### config.mk
export PLATFORM = sky130hd
export DESIGN_NAME = pc_unit
export DESIGN_NICKNAME = d
export VERILOG_FILES = /design/src/rtl/pc_unit.sv
export SDC_FILE = /design/constraint.sdc
export NUM_CORES = 1
export LEC_CHECK = 0
export CAP_MARGIN = 20
export CELL_PAD_IN_SITES_DETAIL_PLACEMENT = 0
export CELL_PAD_IN_SITES_GLOBAL_PLACEMENT = 1
export CORE_MARGIN = 8
export CORE_UTILIZATION = 40
export CTS_CLUSTER_SIZE = 8
export DETAILED_ROUTE_END_ITERATION = 8
export PLACE_DENSITY_LB_ADDON = 0.05
export SLEW_MARGIN = 20
export SYNTH_ARGS = -nofsm -noshare
export SYNTH_HDL_FRONTEND = slang
export SYNTH_SLANG_ARGS = --single-unit
### constraint.sdc
create_clock -name clk -period 2.74 [get_ports clk]
set_input_delay 0.411 -clock clk [delete_from_list [all_inputs] [get_ports clk]]
set_output_delay 0.411 -clock clk [all_outputs]
set_load 0.1 [all_outputs]
### src/rtl/pc_unit.sv
// -----------------------------------------------------------------------------
// pc_unit -- program counter with branch/call/return redirect and a circular
// return-address stack (RAS).
//
// Ports
//   clk        in   single clock, all state updates on the rising edge
//   rst_n      in   asynchronous active-low reset
//   hlt        in   halt request; PC freezes and the unit enters HALTED
//   stall      in   hold PC and RAS for this cycle (redirects are dropped)
//   br_taken   in   redirect PC to br_tgt
//   br_tgt     in   branch / jump / call target
//   call       in   redirect to br_tgt and push pc+STEP onto the RAS
//   ret        in   redirect to the popped RAS top
//   pc         out  registered current PC
//   pc_inc     out  combinational pc+STEP (wraps modulo 2^WIDTH)
//   halted     out  high while in HALTED
//   ras_empty  out  RAS holds no entries
//   ras_full   out  RAS holds RAS_DEPTH entries
//   ras_err    out  sticky RAS overflow / underflow indication
// -----------------------------------------------------------------------------
module pc_unit #(
    parameter int unsigned      WIDTH     = 16,
    parameter logic [WIDTH-1:0] RESET_VEC = '0,
    parameter int unsigned      STEP      = 1,
    parameter int unsigned      RAS_DEPTH = 4
) (
    input  logic             clk,
    input  logic             rst_n,
    input  logic             hlt,
    input  logic             stall,
    input  logic             br_taken,
    input  logic [WIDTH-1:0] br_tgt,
    input  logic             call,
    input  logic             ret,
    output logic [WIDTH-1:0] pc,
    output logic [WIDTH-1:0] pc_inc,
    output logic             halted,
    output logic             ras_empty,
    output logic             ras_full,
    output logic             ras_err
);

    localparam int unsigned PTR_W = $clog2(RAS_DEPTH);
    // One extra bit so the count can represent "full" (== RAS_DEPTH).
    localparam int unsigned CNT_W = PTR_W + 1;
    localparam logic [CNT_W-1:0] FULL_CNT = CNT_W'(RAS_DEPTH);
    localparam logic [WIDTH-1:0] STEP_W   = WIDTH'(STEP);

    typedef enum logic {
        ST_RUN    = 1'b0,
        ST_HALTED = 1'b1
    } state_e;

    state_e             state_q, state_d;
    logic [WIDTH-1:0]   pc_q, pc_d;
    logic [CNT_W-1:0]   cnt_q, cnt_d;
    logic [PTR_W-1:0]   sp_q, sp_d;     // next free slot; top entry is sp_q-1
    logic               err_q, err_d;
    logic               push;
    logic [PTR_W-1:0]   top_ptr;
    logic [WIDTH-1:0]   ras_mem [RAS_DEPTH];

    assign pc_inc  = pc_q + STEP_W;     // carry discarded
    // Depth is a power of two, so the pointer wraps naturally.
    assign top_ptr = sp_q - PTR_W'(1);

    // -------------------------------------------------------------------------
    // Next-state logic. Priority in RUN: hlt > stall > ret > call > br_taken >
    // sequential. A push onto a full stack lands on sp_q, which in that case is
    // exactly the oldest entry, giving the circular overwrite for free.
    // -------------------------------------------------------------------------
    always_comb begin
        // NOTE: every output of this block gets a default first so no path
        // leaves a signal unassigned and a latch is never inferred.
        state_d = state_q;
        pc_d    = pc_q;
        cnt_d   = cnt_q;
        sp_d    = sp_q;
        err_d   = err_q;
        push    = 1'b0;

        if (state_q == ST_RUN) begin
            if (hlt) begin
                state_d = ST_HALTED;
            end else if (stall) begin
                // hold everything; redirects this cycle are dropped
            end else if (ret) begin
                if (cnt_q != '0) begin
                    pc_d  = ras_mem[top_ptr];
                    cnt_d = cnt_q - CNT_W'(1);
                    sp_d  = top_ptr;
                end else begin
                    pc_d  = pc_inc;
                    err_d = 1'b1;
                end
            end else if (call) begin
                push = 1'b1;
                pc_d = br_tgt;
                sp_d = sp_q + PTR_W'(1);
                if (cnt_q == FULL_CNT) begin
                    err_d = 1'b1;
                end else begin
                    cnt_d = cnt_q + CNT_W'(1);
                end
            end else if (br_taken) begin
                pc_d = br_tgt;
            end else begin
                pc_d = pc_inc;
            end
        end
    end

    // NOTE: sequential state uses non-blocking assignments so every register
    // samples the pre-edge values regardless of statement order.
    always_ff @(posedge clk or negedge rst_n) begin
        if (!rst_n) begin
            state_q <= ST_RUN;
            pc_q    <= RESET_VEC;
            cnt_q   <= '0;
            sp_q    <= '0;
            err_q   <= 1'b0;
        end else begin
            state_q <= state_d;
            pc_q    <= pc_d;
            cnt_q   <= cnt_d;
            sp_q    <= sp_d;
            err_q   <= err_d;
        end
    end

    // NOTE: stack storage is deliberately not reset; entries are invisible
    // while the count is zero, and leaving them unreset lets them map to RAM.
    always_ff @(posedge clk) begin
        if (push) begin
            ras_mem[sp_q] <= pc_inc;
        end
    end

    assign pc        = pc_q;
    assign halted    = (state_q == ST_HALTED);
    assign ras_empty = (cnt_q == '0);
    assign ras_full  = (cnt_q == FULL_CNT);
    assign ras_err   = err_q;

endmodule

# Yosys cells after proc, flatten, opt, wreduce, memory -nomap -nowiden
# Memory sizes are Yosys's and may differ from the RTL's.
# Cells that the tools add are included.
# word_totals
regBits,23
in_bits,23
mem_bits_rw,64
n_memories,1
word_cells,50
# op_classes
n_bitwise,3
mux,24
n_addsub,5
n_reduce_logical,8
eq_ne,4
# memory_table
memory,depth,width,read_ports,rd_ports_with_merged_regs,write_ports,line_no,text
ras_mem,4,16,1,0,1,61,logic [WIDTH-1:0] ras_mem [RAS_DEPTH];
# ops
op,count
16-bit 2-to-1 mux,4
"16-bit by 1-bit adder with 16-bit output, second input constant",1
1-bit 2-to-1 mux,13
3-bit 2-to-1 mux,4
6-bit AND reduction,2
2-bit 2-to-1 mux,3
5-bit AND reduction,1
"2-bit != test, second input constant",2
2-bit nonzero test,2
"3-bit by 1-bit adder with 3-bit output, second input constant",1
"3-bit equality test, second input constant",1
3-bit zero test,1
1-bit NOT,3
3-bit AND reduction,1
3-bit nonzero test,1
"3-bit by 1-bit subtractor with 3-bit output, second input constant",1
"2-bit by 1-bit adder with 2-bit output, second input constant",1
"2-bit by 1-bit != test with 1-bit output, second input constant",1
"2-bit by 1-bit subtractor with 2-bit output, second input constant",1

# Longest topological paths before layout
# logic_depth
ltp_word,7
depth_mapped,10
depth_no_buf,7

# Worst setup path after synthesis
# OpenSTA, ideal clock, no wires.
# synth_timing
kind,reg2reg
startpoint,"register pc_q[0], in the netlist pc[0]"
endpoint,memory ras_mem[0][10] (data pin)
slack_ps,-1474
setup_ps,528
t_arrival_ps,3687
stages_incl_launch_ff,6
cell_sequence,dfrtp_1 -> ha_1 -> nand3_2 -> nor2_1 -> nand3_1 -> xnor2_1
# synth_via
elab_chain_len,1
# synth_rtl
element,line_no,text
start: declaration,55,"logic [WIDTH-1:0] pc_q, pc_d;"
start signal: assignment,124,pc_q <= pc_d;
16-bit by 1-bit adder with 16-bit output,63,assign pc_inc = pc_q + STEP_W;
named net pc_inc[10],36,"output logic [WIDTH-1:0] pc_inc,"
end: declaration,61,
# The timed path passes the listed nets, and every way through them passes these cells.

# Final worst setup path
# layout_timing
startpoint,"register pc_q[0], in the netlist pc[0]"
endpoint,output port pc_inc[6]
# layout_via
elab_chain_len,1
# layout_rtl
element,line_no
16-bit by 1-bit adder with 16-bit output,63
end: declaration,36
# No other way between the ends.

==> flow_metrics.env <==
export IMPL_worst_pin_slew_ns=0.4720
export IMPL_syn_to_final_growth_pct=32.73
export IMPL_cts_clk_slew_worst_paths_ns=0.08
export IMPL_fp_dieArea_um2=13950
export IMPL_fmax_ghz=0.3824
export IMPL_end_kind="output port"
export IMPL_drt_total_wl_um=11680
export IMPL_cp_start_kind="flop"
export IMPL_grt_overflow=0
export IMPL_async_reset_ff_share_pct=26.44
export IMPL_status="completed"
export IMPL_drive_gt1_share_pct=33.92
export IMPL_critPathArrivalTime_ns=2.20
export IMPL_pre_cts_slack_ns=0.3944
export IMPL_numClockSinks=87
export IMPL_hp_class="in2async"
export IMPL_cts_tree="yes"
export IMPL_dp_cells=518
export IMPL_cap_violations=0
export IMPL_worstSetupPathType="reg2out"
export IMPL_synth_flop_cell="edfxtp_1"
export IMPL_yosysWarnings=0
export IMPL_synth_cell_area_um2=4170
export IMPL_ir_drop_mv=0.3165
export IMPL_cts_root_buf="clkbuf_8"
export IMPL_grt_usage_pct=17.24
export IMPL_slowest_stage="dfrtp_4"
export IMPL_syn_avg_cell_area_um2=13.20
export IMPL_rsz0062_at_grt="true"
export IMPL_syn_num_nets=345
export IMPL_post_drt_wl_per_cell_um=21.87
export IMPL_crit_chain="ha_1, nand3_4, nor2_1, xor2_2, buf_12"
export IMPL_antenna_found_initial=0
export IMPL_cts_hold_buf=0
export IMPL_grt_pass1_wl_um=18110
export IMPL_drtAntennaViolNets=0
export IMPL_cp_top_family="simple AND/OR/NAND/NOR gates"
export IMPL_design_area_um2=5535
export IMPL_crit_reg2reg_capture="pc[6]$_DFFE_PN0P_"
export IMPL_grt_pass1_vias=3116
export IMPL_synth_largest_area_cell="edfxtp_1"
export IMPL_crit_buf_inv=1
export IMPL_cellPowerDensity_nw_per_um2=669.9
export IMPL_synthTopCellsByArea="edfxtp_1, dfrtp_1, mux4_2, nand2_1, o21ai_0"
export IMPL_ys_ff_latch=87
export IMPL_synth_distinct_cells=56
export IMPL_ios=59
export IMPL_viasPerCell=5.463
export IMPL_layout_setup_ws_ns=0.1248
export IMPL_yosysMostFrequentCell="edfxtp_1"
export IMPL_report_final_slew_viol_count=0
export IMPL_dr_total_vias=2917
export IMPL_skew_ns=0.007582
export IMPL_r2r_slack_ns=0.65
export IMPL_coreArea_um2=10230
export IMPL_period_needed_ns=2.615
export IMPL_die_w_um=118.1
export IMPL_cp_slowest_stage_delay_ns=0.45
export IMPL_synthCells=316
export IMPL_numCtsBuffers=9
export IMPL_placed_cell_area_um2=5303
export IMPL_r2r_cells=6
export IMPL_max_slew_margin_pct=68.50
export IMPL_initial_core_util_pct=40.76
export IMPL_postCtsSetupRepairBufs=0
export IMPL_io_buffers=58
export IMPL_grt_max_degree=24
export IMPL_synthTopCellsByCount="edfxtp_1, nand2_1, dfrtp_1"
export IMPL_place_hpwl_um=8240
export IMPL_ys_seq_area_share_pct=59.89
export IMPL_layout_nets=422
export IMPL_diodes=0
export IMPL_setup_viol=0
export IMPL_hold_violations=0
export IMPL_drc_errors=0
export IMPL_htree_levels=3
export IMPL_drt_initial_drc_count=172
export IMPL_clk_latency_ns=0.36
export IMPL_first_pass_iters=4
export IMPL_timing_rr_start="pc[0]$_DFFE_PN0P_"
export IMPL_fin_crit_sh_pct=95.45
export IMPL_rows=37
export IMPL_cts_path_max_buffers=2
export IMPL_routabilityCongestion=0.7899
export IMPL_cp_max_fo=8
export IMPL_tns_ns=0
export IMPL_fp_dieH_um=118.1
export IMPL_synth_edf_count=64
export IMPL_required_ns=2.33
export IMPL_leakage_nw=2.031
export IMPL_final_cells=534
export IMPL_synthDominantCellAreaShare_pct=46.08
==> worst max-delay path by stage <==
stage	start	to	cells after the start
after floorplan	pc[4]$_DFFE_PN0P_	pc_inc[12]	4
after global placement	pc[0]$_DFFE_PN0P_	pc_inc[12]	6
final	pc[0]$_DFFE_PN0P_	pc_inc[6]	5
after global routing	pc[0]$_DFFE_PN0P_	pc_inc[10]	6
after CTS	pc[0]$_DFFE_PN0P_	pc_inc[10]	6
after detailed placement	pc[0]$_DFFE_PN0P_	pc_inc[12]	6
==> cell families after synthesis <==
kind of cell,Yosys count,share of synthesized area [%]
DFF,87,59.89
AOI/OAI and AO/OA,70,11.76
buffers and inverters,28,2.820
adders and majority gates,6,1.980
xor gates and xnor gates,16,3.360
and+or+nand+nor,88,10.35
muxes,21,9.841
==> repair_timing <==
item,CTS,global route
cloned,0,0
gates resized for setup,1,5
hold endpoints to repair,0,0
setup endpoints to repair,1,8
pin swaps,0,0
==> placed cells by master (no fill, tap or decap), types with 9 or more instances in the layout <==
cell type / n
dfrtp_1: 9
buf_4: 50
dfrtp_2: 10
a21oi_1: 12
nand2_1: 26
o21ai_0: 19
buf_12: 12
edfxtp_1: 64
clkdlybuf4s50_1: 22
clkbuf_8: 9
nand3_1: 11
mux4_2: 16
nor2_1: 17
inv_1: 10
==> stage by stage <==
stage | total power, mW | util (%) | hold slack [ns]
floorplan | 2.442 | - | 0.1154
global placement | 2.796 | 51.83 | 0.4547
detailed placement | 2.803 | 51.83 | 0.4636
CTS | 3.743 | 53.88 | 0.4189
global route | 3.846 | 54.10 | 0.4472
finish | 3.708 | 54.10 | 0.4222
==> power by group <==
part           internal, mW  leakage [nW]  switching (mW)
combinational         0.371          1.08           0.812
sequential             1.49         0.852          0.0926
clock                 0.507         0.102           0.434
==> cell type report <==
cell class | count | area, µm²
Tap cell | 136 | 170.2
Clock buffer | 11 | 131.4
Fill cell | 868 | 4696
Timing Repair Buffer | 84 | 835.8
Sequential cell | 87 | 2525
Inverter | 10 | 37.54
Clock inverter | 5 | 72.57
Multi-Input combinational cell | 201 | 1763
==> layer usage <==
| layer | wire [µm] | global-route usage [%] |
|---|---|---|
| met1 | 5040 | 21.44 |
| met5 | 0 | 0 |
| met3 | 502 | 2.926 |
| met4 | 185 | 6.725 |
| met2 | 5950 | 29.34 |
==> registers in the layout, indices dropped and copies added, names as in the netlist <==
| register | count |
|---|---|
| cnt_q | 3 |
| halted | 1 |
| pc | 16 |
| ras_err | 1 |
| ras_mem | 64 |
| sp_q | 2 |
Note: power is estimated with default switching activity, not from simulation.
